**src/rtl/adc_align_pkg.sv**
```systemverilog
// -----------------------------------------------------------------------------
// adc_align_pkg
// Shared definitions for the ADC link-training controller:
//   - state_t       : training FSM states
//   - TRAIN_PAT_DEF : default training word (all 12 rotations distinct)
//   - NBITS_DEF / TAPW_DEF : default word width and IODELAY tap width
//   - rot_w()       : width of a rotation index for a given word width
//   - rotl()        : rotate-left of an n-bit word held in a MAXW container
// -----------------------------------------------------------------------------
package adc_align_pkg;

  localparam int NBITS_DEF = 12;
  localparam int TAPW_DEF  = 5;
  localparam int MAXW      = 64;

  localparam logic [NBITS_DEF-1:0] TRAIN_PAT_DEF = 12'hFC0;

  typedef enum logic [3:0] {
    ST_IDLE,
    ST_LOAD,
    ST_SETTLE,
    ST_SAMPLE,
    ST_EVAL,
    ST_CLOAD,
    ST_CSETTLE,
    ST_ROT,
    ST_NEXT_CH
  } state_t;

  // Rotation index width: $clog2(nbits), at least one bit.
  function automatic int rot_w(input int nbits);
    return (nbits <= 1) ? 1 : $clog2(nbits);
  endfunction

  // Rotate the low n bits of word left by r (r < n). Upper bits of the result
  // are zero. The word is duplicated so the rotation becomes a plain shift.
  function automatic logic [MAXW-1:0] rotl(input logic [MAXW-1:0] word,
                                           input int unsigned    r,
                                           input int unsigned    n = NBITS_DEF);
    logic [2*MAXW-1:0] mask;
    logic [2*MAXW-1:0] dbl;
    mask = ({{(2*MAXW-1){1'b0}}, 1'b1} << n) - {{(2*MAXW-1){1'b0}}, 1'b1};
    dbl  = {{MAXW{1'b0}}, word} & mask;
    dbl  = (dbl << n) | dbl;
    dbl  = dbl << r;
    dbl  = (dbl >> n) & mask;
    return dbl[MAXW-1:0];
  endfunction

endpackage

```
**src/rtl/adc_align_train_if.sv**
```systemverilog
// -----------------------------------------------------------------------------
// adc_align_train_if
// Bundle between the deserializer/IODELAY front end, the downstream DAQ logic
// and the training controller.
//   start   : one-cycle training request
//   din     : raw deserializer words, channel c at [c*NBITS +: NBITS]
//   dout    : rotation-corrected words (registered)
//   tap_val : per-channel IODELAY CNTVALUEIN, channel c at [c*TAPW +: TAPW]
//   tap_ld  : one-cycle per-channel load strobe
//   busy    : training in progress
//   done    : sticky, all channels processed
//   ch_ok   : sticky per-channel pass flags
// slave  = controller side, master = surrounding system side.
// -----------------------------------------------------------------------------
interface adc_align_train_if #(
  parameter int NCH   = 16,
  parameter int NBITS = 12,
  parameter int TAPW  = 5
);

  logic                  start;
  logic [NCH*NBITS-1:0]  din;
  logic [NCH*NBITS-1:0]  dout;
  logic [NCH*TAPW-1:0]   tap_val;
  logic [NCH-1:0]        tap_ld;
  logic                  busy;
  logic                  done;
  logic [NCH-1:0]        ch_ok;

  modport master (
    output start, din,
    input  dout, tap_val, tap_ld, busy, done, ch_ok
  );

  modport slave (
    input  start, din,
    output dout, tap_val, tap_ld, busy, done, ch_ok
  );

endinterface

```
**src/rtl/adc_align_train_eye.sv**
```systemverilog
// -----------------------------------------------------------------------------
// adc_eye_tracker
// Longest-run tracker for the delay-tap eye scan.
//   clk, rst_n  : clock, asynchronous active-low reset
//   clear       : forget all runs (start of a channel)
//   valid       : one tap result is presented this cycle
//   stable      : the tap presented was stable
//   tap         : tap index of the result
//   best_start  : first tap of the longest run so far
//   best_len    : length of the longest run so far (0 = none)
// The best run is updated while a run grows, so a run still open at the last
// tap needs no separate close step. A later run replaces the best only when it
// becomes strictly longer, so on equal length the first run wins.
// -----------------------------------------------------------------------------
module adc_eye_tracker #(
  parameter int TAPW = 5
) (
  input  logic            clk,
  input  logic            rst_n,
  input  logic            clear,
  input  logic            valid,
  input  logic            stable,
  input  logic [TAPW-1:0] tap,
  output logic [TAPW-1:0] best_start,
  output logic [TAPW:0]   best_len
);

  logic [TAPW-1:0] cur_start;
  logic [TAPW:0]   cur_len;
  logic [TAPW-1:0] run_start;
  logic [TAPW:0]   run_len;

  assign run_start = (cur_len == '0) ? tap : cur_start;
  assign run_len   = cur_len + {{TAPW{1'b0}}, 1'b1};

  always_ff @(posedge clk or negedge rst_n) begin
    if (!rst_n) begin
      cur_start  <= '0;
      cur_len    <= '0;
      best_start <= '0;
      best_len   <= '0;
    end else if (clear) begin
      cur_start  <= '0;
      cur_len    <= '0;
      best_start <= '0;
      best_len   <= '0;
    end else if (valid) begin
      if (stable) begin
        cur_start <= run_start;
        cur_len   <= run_len;
        if (run_len > best_len) begin
          best_start <= run_start;
          best_len   <= run_len;
        end
      end else begin
        cur_len <= '0;
      end
    end
  end

endmodule

```
**src/rtl/adc_align_train.sv**
```systemverilog
// -----------------------------------------------------------------------------
// adc_align_train
// ADC link-training controller. Channels are trained one after another: every
// delay tap is loaded, allowed to settle and sampled; the widest stable window
// is found and its centre tap loaded; then the word-boundary rotation that
// maps the settled word back to TRAIN_PAT is stored. All channels forward
// rotl(din, rot) through one register stage in every state.
//   frame_clk : frame-rate clock, rising edge
//   rst_n     : asynchronous active-low reset, aborts training
//   bus       : adc_align_train_if.slave (start/din in; dout, tap_val, tap_ld,
//               busy, done, ch_ok out)
// -----------------------------------------------------------------------------
module adc_align_train
  import adc_align_pkg::*;
#(
  parameter int               NCH         = 16,
  parameter int               NBITS       = NBITS_DEF,
  parameter int               TAPW        = TAPW_DEF,
  parameter logic [NBITS-1:0] TRAIN_PAT   = NBITS'(TRAIN_PAT_DEF),
  parameter int               SETTLE      = 8,
  parameter int               SAMPLES     = 16,
  parameter int               MIN_EYE     = 4,
  parameter int               DEFAULT_TAP = 25
) (
  input  logic              frame_clk,
  input  logic              rst_n,
  adc_align_train_if.slave  bus
);

  localparam int TAPS    = 2**TAPW;
  localparam int ROTW    = rot_w(NBITS);
  localparam int CHW     = (NCH > 1) ? $clog2(NCH) : 1;
  localparam int CNT_MAX = (SETTLE > SAMPLES) ? SETTLE : SAMPLES;
  localparam int CNTW    = $clog2(CNT_MAX + 1);

  localparam logic [TAPW-1:0] TAP_DEF    = TAPW'(DEFAULT_TAP);
  localparam logic [TAPW-1:0] TAP_LAST   = TAPW'(TAPS - 1);
  localparam logic [CHW-1:0]  CH_LAST    = CHW'(NCH - 1);
  localparam logic [CNTW-1:0] SETTLE_END = CNTW'(SETTLE - 1);
  localparam logic [CNTW-1:0] SAMPLE_END = CNTW'(SAMPLES - 1);
  localparam logic [TAPW:0]   MIN_EYE_L  = (TAPW+1)'(MIN_EYE);

  state_t state;
  state_t state_nx;

  logic [CHW-1:0]   ch;
  logic [TAPW-1:0]  tap;
  logic [CNTW-1:0]  cnt;
  logic [NBITS-1:0] first_w;
  logic             mism;
  logic             ch_fail;
  logic             done_r;
  logic [NCH-1:0]   ch_ok_r;
  logic [NCH-1:0]   tap_ld_r;

  logic [TAPW-1:0]  tap_r [NCH];
  logic [ROTW-1:0]  rot_r [NCH];
  logic [NBITS-1:0] din_w [NCH];

  logic [NBITS-1:0] din_ch;
  logic [NBITS-1:0] srch_word;
  logic             hit;
  logic [ROTW-1:0]  hit_r;

  logic             eye_clear;
  logic             eye_valid;
  logic             eye_stable;
  logic [TAPW-1:0]  best_start;
  logic [TAPW:0]    best_len;
  logic [TAPW-1:0]  centre;
  logic             eye_pass;

  assign din_ch = din_w[ch];

  // Rotation search: the first sampled word during the scan (is this tap
  // showing the pattern at all?), the live word once the centre is loaded.
  always_comb begin
    srch_word = (state == ST_ROT) ? din_ch : first_w;
    hit       = 1'b0;
    hit_r     = '0;
    for (int r = 0; r < NBITS; r++) begin
      if (NBITS'(rotl(MAXW'(srch_word), r, NBITS)) == TRAIN_PAT) begin
        hit   = 1'b1;
        hit_r = ROTW'(r);
      end
    end
  end

  assign eye_clear  = (state == ST_IDLE) || (state == ST_NEXT_CH);
  assign eye_valid  = (state == ST_EVAL);
  assign eye_stable = hit && !mism;

  adc_eye_tracker #(.TAPW(TAPW)) u_eye (
    .clk        (frame_clk),
    .rst_n      (rst_n),
    .clear      (eye_clear),
    .valid      (eye_valid),
    .stable     (eye_stable),
    .tap        (tap),
    .best_start (best_start),
    .best_len   (best_len)
  );

  assign centre   = best_start + best_len[TAPW:1];
  assign eye_pass = (best_len >= MIN_EYE_L);

  always_ff @(posedge frame_clk or negedge rst_n) begin
    if (!rst_n) state <= ST_IDLE;
    else        state <= state_nx;
  end

  always_comb begin
    state_nx = state;
    case (state)
      ST_IDLE:    if (bus.start) state_nx = ST_LOAD;
      ST_LOAD:    state_nx = ST_SETTLE;
      ST_SETTLE:  if (cnt == SETTLE_END) state_nx = ST_SAMPLE;
      ST_SAMPLE:  if (cnt == SAMPLE_END) state_nx = ST_EVAL;
      ST_EVAL:    state_nx = (tap == TAP_LAST) ? ST_CLOAD : ST_LOAD;
      ST_CLOAD:   state_nx = ST_CSETTLE;
      ST_CSETTLE: if (cnt == SETTLE_END) state_nx = ST_ROT;
      ST_ROT:     state_nx = ST_NEXT_CH;
      ST_NEXT_CH: state_nx = (ch == CH_LAST) ? ST_IDLE : ST_LOAD;
      default:    state_nx = ST_IDLE;
    endcase
  end

  // Dwell counter restarts on every state change.
  always_ff @(posedge frame_clk or negedge rst_n) begin
    if (!rst_n)                 cnt <= '0;
    else if (state_nx != state) cnt <= '0;
    else                        cnt <= cnt + {{(CNTW-1){1'b0}}, 1'b1};
  end

  always_ff @(posedge frame_clk or negedge rst_n) begin
    if (!rst_n) begin
      ch       <= '0;
      tap      <= '0;
      first_w  <= '0;
      mism     <= 1'b0;
      ch_fail  <= 1'b0;
      done_r   <= 1'b0;
      ch_ok_r  <= '0;
      tap_ld_r <= '0;
      for (int c = 0; c < NCH; c++) begin
        tap_r[c] <= TAP_DEF;
        rot_r[c] <= '0;
      end
    end else begin
      tap_ld_r <= '0;
      case (state)
        ST_IDLE: begin
          if (bus.start) begin
            done_r  <= 1'b0;
            ch_ok_r <= '0;
            ch      <= '0;
            tap     <= '0;
          end
        end
        ST_LOAD: begin
          tap_r[ch]    <= tap;
          tap_ld_r[ch] <= 1'b1;
        end
        ST_SAMPLE: begin
          if (cnt == '0) begin
            first_w <= din_ch;
            mism    <= 1'b0;
          end else if (din_ch != first_w) begin
            mism <= 1'b1;
          end
        end
        ST_EVAL: begin
          if (tap != TAP_LAST) tap <= tap + {{(TAPW-1){1'b0}}, 1'b1};
        end
        ST_CLOAD: begin
          tap_ld_r[ch] <= 1'b1;
          if (eye_pass) begin
            tap_r[ch] <= centre;
            ch_fail   <= 1'b0;
          end else begin
            tap_r[ch] <= TAP_DEF;
            ch_fail   <= 1'b1;
          end
        end
        ST_ROT: begin
          if (!ch_fail && hit) begin
            rot_r[ch]   <= hit_r;
            ch_ok_r[ch] <= 1'b1;
          end else begin
            rot_r[ch] <= '0;
          end
        end
        ST_NEXT_CH: begin
          if (ch != CH_LAST) begin
            ch  <= ch + {{(CHW-1){1'b0}}, 1'b1};
            tap <= '0;
          end else begin
            done_r <= 1'b1;
          end
        end
        default: ;
      endcase
    end
  end

  assign bus.busy   = (state != ST_IDLE);
  assign bus.done   = done_r;
  assign bus.ch_ok  = ch_ok_r;
  assign bus.tap_ld = tap_ld_r;

  for (genvar c = 0; c < NCH; c++) begin : g_ch
    logic [NBITS-1:0] dout_p1;

    assign din_w[c]                     = bus.din[c*NBITS +: NBITS];
    assign bus.tap_val[c*TAPW +: TAPW]  = tap_r[c];

    // p0 -> p1: rotation-corrected word register
    always_ff @(posedge frame_clk or negedge rst_n) begin
      if (!rst_n) dout_p1 <= '0;
      else        dout_p1 <= NBITS'(rotl(MAXW'(din_w[c]), 32'(rot_r[c]), NBITS));
    end

    assign bus.dout[c*NBITS +: NBITS] = dout_p1;
  end

endmodule
```
**src/flat_wrapper.sv**
```systemverilog
// flat-port wrapper written by rule: the top's interface ports become plain ports
module adc_align_train_flat import adc_align_pkg::*;
#(
  parameter int               NCH         = 16,
  parameter int               NBITS       = NBITS_DEF,
  parameter int               TAPW        = TAPW_DEF,
  parameter logic [NBITS-1:0] TRAIN_PAT   = NBITS'(TRAIN_PAT_DEF),
  parameter int               SETTLE      = 8,
  parameter int               SAMPLES     = 16,
  parameter int               MIN_EYE     = 4,
  parameter int               DEFAULT_TAP = 25
)
  (frame_clk, rst_n, bus_start, bus_din, bus_dout, bus_tap_val, bus_tap_ld, bus_busy, bus_done, bus_ch_ok);
  adc_align_train_if #(.NCH(NCH), .NBITS(NBITS), .TAPW(TAPW)) bus_i ();
  input  logic frame_clk;
  input  logic rst_n;
  input wire logic [$bits(bus_i.start)-1:0] bus_start;
  input wire logic [$bits(bus_i.din)-1:0] bus_din;
  output wire logic [$bits(bus_i.dout)-1:0] bus_dout;
  output wire logic [$bits(bus_i.tap_val)-1:0] bus_tap_val;
  output wire logic [$bits(bus_i.tap_ld)-1:0] bus_tap_ld;
  output wire logic [$bits(bus_i.busy)-1:0] bus_busy;
  output wire logic [$bits(bus_i.done)-1:0] bus_done;
  output wire logic [$bits(bus_i.ch_ok)-1:0] bus_ch_ok;
  assign bus_i.start = bus_start;
  assign bus_i.din = bus_din;
  assign bus_dout = bus_i.dout;
  assign bus_tap_val = bus_i.tap_val;
  assign bus_tap_ld = bus_i.tap_ld;
  assign bus_busy = bus_i.busy;
  assign bus_done = bus_i.done;
  assign bus_ch_ok = bus_i.ch_ok;
  adc_align_train #(.NCH(NCH), .NBITS(NBITS), .TAPW(TAPW), .TRAIN_PAT(TRAIN_PAT), .SETTLE(SETTLE), .SAMPLES(SAMPLES), .MIN_EYE(MIN_EYE), .DEFAULT_TAP(DEFAULT_TAP)) u_core (.frame_clk(frame_clk), .rst_n(rst_n), .bus(bus_i));
endmodule
```
**config.mk**
```make
export PLATFORM = sky130hd
export DESIGN_NAME = adc_align_train_flat
export DESIGN_NICKNAME = d
export VERILOG_FILES = /design/src/rtl/adc_align_pkg.sv /design/src/rtl/adc_align_train_if.sv /design/src/rtl/adc_align_train_eye.sv /design/src/rtl/adc_align_train.sv /design/src/flat_wrapper.sv
export SDC_FILE = /design/constraint.sdc
export NUM_CORES = 1
export LEC_CHECK = 0
export ABC_CLOCK_PERIOD_IN_PS = 5100
export CAP_MARGIN = 20
export CORE_AREA = 3 3 258 260
export CTS_BUF_LIST = sky130_fd_sc_hd__clkbuf_16
export CTS_CLUSTER_DIAMETER = 100
export DETAILED_ROUTE_END_ITERATION = 12
export DIE_AREA = 0 0 261 263
export SLEW_MARGIN = 30
export SYNTH_ARGS = -nofsm -noshare
export SYNTH_HDL_FRONTEND = slang
export SYNTH_SLANG_ARGS = --single-unit
```
**constraint.sdc**
```tcl
create_clock -name frame_clk -period 5.1 [get_ports frame_clk]
set_input_delay 0.765 -clock frame_clk [delete_from_list [all_inputs] [get_ports frame_clk]]
set_output_delay 0.765 -clock frame_clk [all_outputs]
set_load 0.05 [all_outputs]
```
; Word level (Yosys, flattened, before mapping)
; Cells that the tools add are included.
[totals]
reg_bits = 423
inputBits = 195
[op_classes]
bitwise = 24
shift = 16
reduce_logical = 28
muxes = 79
add_sub_neg = 5
order_cmp = 6
eq_ne = 33
[ops]
columns = cell, n
row1 = $shl A128 B4 Y24, 14
row2 = $or A24 B12 Y24, 17
row3 = $bwmux W80, 2
row4 = $pmux W80 S2, 1
row5 = $eq A12 B12 Y1 const B, 12
row6 = $mux W80, 1
row7 = $mux W4, 17
row8 = $mux W5, 13
row9 = $and A64 B64 Y64, 1
row10 = $bwmux W64, 1
row11 = $mux W64, 1
row12 = $not A64 Y64, 1
row13 = $bmux W12 S4, 1
row14 = $mux W16, 3
row15 = $or A48 B48 Y48, 1
row16 = $shl A24 B4 Y24, 2
row17 = $mux W6, 7
row18 = $mux W12, 3
row19 = $pmux W4 S9, 1
row20 = $and A32 B32 Y32, 1
row21 = $not A32 Y32, 1
row22 = $pmux W16 S2, 1
row23 = $demux W5 S4, 1
row24 = $mux W1, 20
row25 = other kinds (43), 68

; Depth between registers and ports, before layout
[depth]
ltp_word = 23
depth_mapped = 16
depth_no_buf = 13

; Cells and area by module
; Synthesis repeated with hierarchy kept, for this count alone.
[hier_totals]
cells_unflattened = 2556
hier_area_um2 = 25964.9
[by_module_without_submodules]
columns = mod, n_inst, cells_each, area_each_um2
row1 = adc_align_train, 1, 2419, 24554.8
row2 = adc_eye_tracker, 1, 137, 1410.1

; Least setup slack after synthesis
; OpenSTA, ideal clock, no wires.
[synth_timing]
kind = reg2reg
from = reg u_core.ch[0]
to = reg u_core.u_eye.best_len[1]
arrival_ns = 3.410
t_required_ns = 4.975
path_buffers = 2
stages_incl_launch_ff = 12
period_less_slack_ns = 3.535
slack_ns = 1.565
cell_sequence = dfrtp_1 > buf_6 > buf_4 > mux4_2 > a22oi_1 > nand2_1 > nor4bb_1 > a21oi_1 > a221oi_1 > a2111oi_0 > a31o_2 > mux2_2
[synth_between]
elab_chain_len = 22
word_cells_on_any_way = 33
classes_between = eq/ne: 12 / mux: 16 / bitwise: 2 / reduce/logical: 3
[synth_rtl]
columns = element, line
row1 = start: declaration, adc_align_train.sv:46  ; logic [CHW-1:0] ch;
row2 = start signal: assignment, adc_align_train.sv:195  ; ch <= ch + {{(CHW-1){1'b0}}, 1'b1};
row3 = $not A4 Y5 (implied by the code) *, adc_align_train.sv:73  ; assign din_ch = din_w[ch];
row4 = $bmux W12 S4 *, adc_align_train.sv:73
row5 = $mux W12 (implied by the code) * (2 in a row), adc_align_train.sv:73
row6 = $mux W12 *, adc_align_train.sv:78  ; srch_word = (state == ST_ROT) ? din_ch : first_w;
row7 = $or A24 B12 Y24 *, adc_align_pkg.sv:44  ; dbl = (dbl << n) | dbl;
row8 = $eq A12 B12 Y1, adc_align_train.sv:82  ; if (NBITS'(rotl(MAXW'(srch_word), r, NBITS)) == TRAIN_PAT) begin
row9 = $mux W1 (11 in a row), adc_align_train.sv:82
row10 = $mux W1 *, adc_align_train.sv:82
row11 = $logic_and A1 B1 Y1 *, adc_align_train.sv:91  ; assign eye_stable = hit && !mism;
row12 = $reduce_bool A2 Y1 (no source line) *, --
row13 = $reduce_and A3 Y1 (no source line) *, --
row14 = end signal: assignment, adc_align_train_eye.sv:53  ; best_len <= run_len;
row15 = end: declaration, adc_align_train_eye.sv:25  ; output logic [TAPW:0] best_len
; Mark *: on every way between the ends. The rest lies on a longest branch, timed or not. The select of a mux whose other input is x is not followed.
; A chain may end at the register's enable or synchronous reset.

; Worst setup path after layout
[layout_timing]
from = reg u_core.ch[1]
to = reg u_core.u_eye.cur_start[3]
[layout_between]
elab_chain_len = 22
word_cells_on_any_way = 33
classes_between = eq/ne: 12 / mux: 16 / bitwise: 2 / reduce/logical: 3
[layout_rtl]
columns = element, line
row1 = $not A4 Y5 (implied by the code) *, adc_align_train.sv:73
row2 = $bmux W12 S4 *, adc_align_train.sv:73
row3 = $mux W12 (implied by the code) * (2 in a row), adc_align_train.sv:73
row4 = $mux W12 *, adc_align_train.sv:78
row5 = $or A24 B12 Y24 *, adc_align_pkg.sv:44
row6 = $eq A12 B12 Y1, adc_align_train.sv:82
row7 = $mux W1 (11 in a row), adc_align_train.sv:82
row8 = $mux W1 *, adc_align_train.sv:82
row9 = $logic_and A1 B1 Y1 *, adc_align_train.sv:91
row10 = $reduce_bool A2 Y1 (no source line) *, --
row11 = $reduce_and A2 Y1 (no source line) *, --
row12 = end signal: assignment, adc_align_train_eye.sv:49  ; cur_start <= run_start;
row13 = end: declaration, adc_align_train_eye.sv:28  ; logic [TAPW-1:0] cur_start;
; Marked as above.

==> results_dict.tcl <==
set metrics [dict create \
    critPathMaxFanout 29 \
    start_util_pct 40.1 \
    nets 3265 \
    postCtsHoldBufs 0 \
    final-instance-count-excl-fill 3945 \
    drt-wirelength-per-cell_um 24.2 \
    cts.sinks 423 \
    timing.final.ws_setup_ps 526 \
    cp_slowest_cell "dfrtp_2" \
    mappedNetlistArea_mm2 0.0258 \
    ys_ff_latch 423 \
    grt_antenna_before_repair 2 \
    crit_chain "buf_12, mux4_2, mux2_2, a2111oi_0, o21ai_0, o31ai_1, nand2_1, and4b_4, a31oi_1, a2bb2oi_1, o21ai_0" \
    seq_area_frac_synth_pct 41.3 \
    netlist_instances 2643 \
    cpMostUsedCell "o21ai_0" \
    core_mm2 0.0643 \
    r2r_cells 11 \
    crit_arrival_ps 5040 \
    max_stage_delay_ps 720 \
    grt_overflow 0 \
    cp-end-kind "flip-flop" \
    use_met3_pct 4.44 \
    fmax_ghz 0.219 \
    hp-class "in -> async" \
    max-vdd-ir-drop_v 0.000224 \
    yosysWarnings 0 \
    synth_ff_type "dfrtp_1" \
    cp_num_buf_inv 1 \
    multiInputGateArea_mm2 0.0142 \
    area_delta_synth_final_pct 28.6 \
    regArea_mm2 0.0106 \
    vias 22700 \
    cp_data_required_time_ps 5560 \
    fin_crit_ps 4570 \
    die_area_mm2 0.0686 \
    reg2reg_to "u_core.u_eye.cur_start[3]" \
    async_reset_ff_share_pct 100 \
    total_power_uw 8380 \
    worst_pin_slew_ps 941 \
    leakage_uw 0.0151 \
    ys_types 84 \
    gp_congestion 0.944 \
    synth_area_per_cell_um2 9.76 \
    dp_hpwl_um 73000 \
    cts_tree "done" \
    cts_resized 0 \
    cts_setup_buffers 0 \
    grt_pass1_vias 22400 \
    clk_latency_ps 620 \
    drt_iter0_markers 1945 \
    slew-limit-headroom_pct 37.3 \
    dr.pass1.iters 6 \
    clk_pin_slew_worst_paths_ps 60 \
    rsz0062_at_grt "no" \
    dp_slack_ps 357 \
    power.density_mw_per_mm2 253 \
    r2r_start "u_core.ch[1]" \
    clockRootBuffer "clkbuf_16" \
    drc 0 \
    num_io_pins 501 \
    vias_per_cell 5.76 \
    clock_path_buffers 3 \
    postRouteAntennaNets 0 \
    syn_nets 2860 \
    gr-usage-met1_pct 36.5 \
    grt_max_degree 120 \
    die_h_um 263 \
    place_inst 3852 \
    grt_use_met2_pct 45.2 \
    finalCritPeriodShare_pct 89.7 \
    startpoint_type "flip-flop" \
    top_usage_layer "met2" \
    finalSetupViolations 0 \
    chipWidth_um 261 \
    maxSlewViolCount 0 \
    worst-setup-path-type "reg -> reg" \
    r2r_slack_ps 530 \
    fp-row-count 93 \
    grt_use_total_pct 27.2 \
    port_buffers 500 \
    layout-drive-gt1-share_pct 12.0 \
    synth_edf_count 0 \
    setup_tns_ps 0 \
    path_delay_family "compound AO/OA/AOI/OAI gates" \
    grt_pass1_wl_um 144000 \
    status "complete, no violations" \
    maxCapViolations 0 \
    fillers 5776 \
    cts_buffers 49 \
    finalWirelength_um 95500 \
    clock_skew_ps 33.9 \
    htreeDepth 2 \
    hold_viol 0 \
    mostFrequentLayoutCells "499 x clkdlybuf4s50_1, 373 x dfrtp_1, 284 x nand2_1" \
    final_common_cell "clkdlybuf4s50_1" \
]
-- worst reg2reg max path, cell delays in order (launching register included) --
cell and delay [ps]:
dfrtp_2 720, buf_12 310, mux4_2 570, mux2_2 330, a2111oi_0 510, o21ai_0 410
o31ai_1 550, nand2_1 100, and4b_4 230, a31oi_1 220, a2bb2oi_1 360, o21ai_0 140
-- report_power, final --
| group | total [uW] | internal (uW) | switching, uW |
|---|---|---|---|
| logic | 1090 | 427 | 666 |
| clock network | 3840 | 2320 | 1520 |
| registers | 3450 | 3420 | 30.3 |
-- area by class of cell --
type	count	area share, %
multi-input cells	1982	42.7
flip-flops and latches	423	32.1
repair buffers	535	16.1
clock buffers	49	3.70
well taps	855	3.23
clock inverters	42	1.52
inverters	57	0.645
diodes	2	0.0151
-- metal layers --
| metal | share of wire, % | routed length (um) | vias up |
|---|---|---|---|
| met5 | 0 | 0 | - |
| met4 | 3.2 | 3040 | 0 |
| met3 | 7.0 | 6650 | 155 |
| met2 | 48 | 45500 | 925 |
| met1 | 42 | 40300 | 11200 |
| li1 | - | - | 10400 |
-- cells by family (layout without fill, tap and decap cells) --
| group | Yosys count | in the layout | share of synthesized area [%] |
|---|---|---|---|
| compound gates | 705 | 705 | 17.2 |
| other cells | 0 | 2 | 0 |
| buf+inv | 238 | 683 | 3.87 |
| xor+xnor | 23 | 23 | 0.781 |
| mux | 463 | 463 | 22.5 |
| fa+ha+maj | 22 | 22 | 1.10 |
| flops | 423 | 423 | 41.3 |
| simple gates | 769 | 769 | 13.3 |
-- metrics by stage --
step	utilization, %	cell area [um2]	hold WS, ps
after global routing	51.5	33100	159
after CTS	51.5	33100	131
after global placement	48.8	31400	470
after detailed placement	48.8	31400	490
final	51.5	33200	122
after floorplan	-	25800	455
-- how the worst max path moves through the flow --
stage,from,depth (start not counted),endpoint
floorplan,u_core.ch[0],11,u_core.u_eye.best_len[1]
global placement,bus_din[88],12,u_core.bus.ch_ok[4]
detailed placement,bus_din[43],11,u_core.u_eye.cur_start[3]
CTS,u_core.ch[0],11,u_core.u_eye.cur_start[3]
global route,u_core.ch[0],11,u_core.u_eye.cur_start[1]
finish,u_core.ch[1],11,u_core.u_eye.cur_start[3]
-- sequential cells by signal, summed over array words and instances (netlist names) --
name,flops
u_core.bus.ch_ok,16
u_core.u_eye.best_len,6
u_core.tap,5
u_core.u_eye.cur_len,6
u_core.g_ch.dout_p1,192
u_core.cnt,5
u_core.rot_r,64
u_core.u_eye.best_start,5
u_core.u_eye.cur_start,5
u_core.bus.done,1
u_core.state,4
u_core.bus.tap_val,80
u_core.ch_fail,1
u_core.ch,4
u_core.mism,1
u_core.first_w,12
u_core.bus.tap_ld,16
-- cell usage after synthesis (40+ instances only) --
| cell | instances | share of area [%] |
|---|---|---|
| clkbuf_1 | 141 | 2.1 |
| nand3_1 | 40 | 0.78 |
| mux2_2 | 105 | 4.6 |
| o21ai_0 | 162 | 3.1 |
| nor2_1 | 279 | 4.1 |
| mux2i_1 | 275 | 11 |
| mux4_2 | 77 | 6.7 |
| nor2b_1 | 81 | 2.0 |
| dfrtp_1 | 375 | 36 |
| nand2_1 | 284 | 4.1 |
| a22o_1 | 56 | 1.9 |
| dfstp_2 | 48 | 4.9 |
| a211oi_1 | 67 | 2.0 |
| a21oi_1 | 252 | 4.9 |
(Power assumes the default switching activity.)
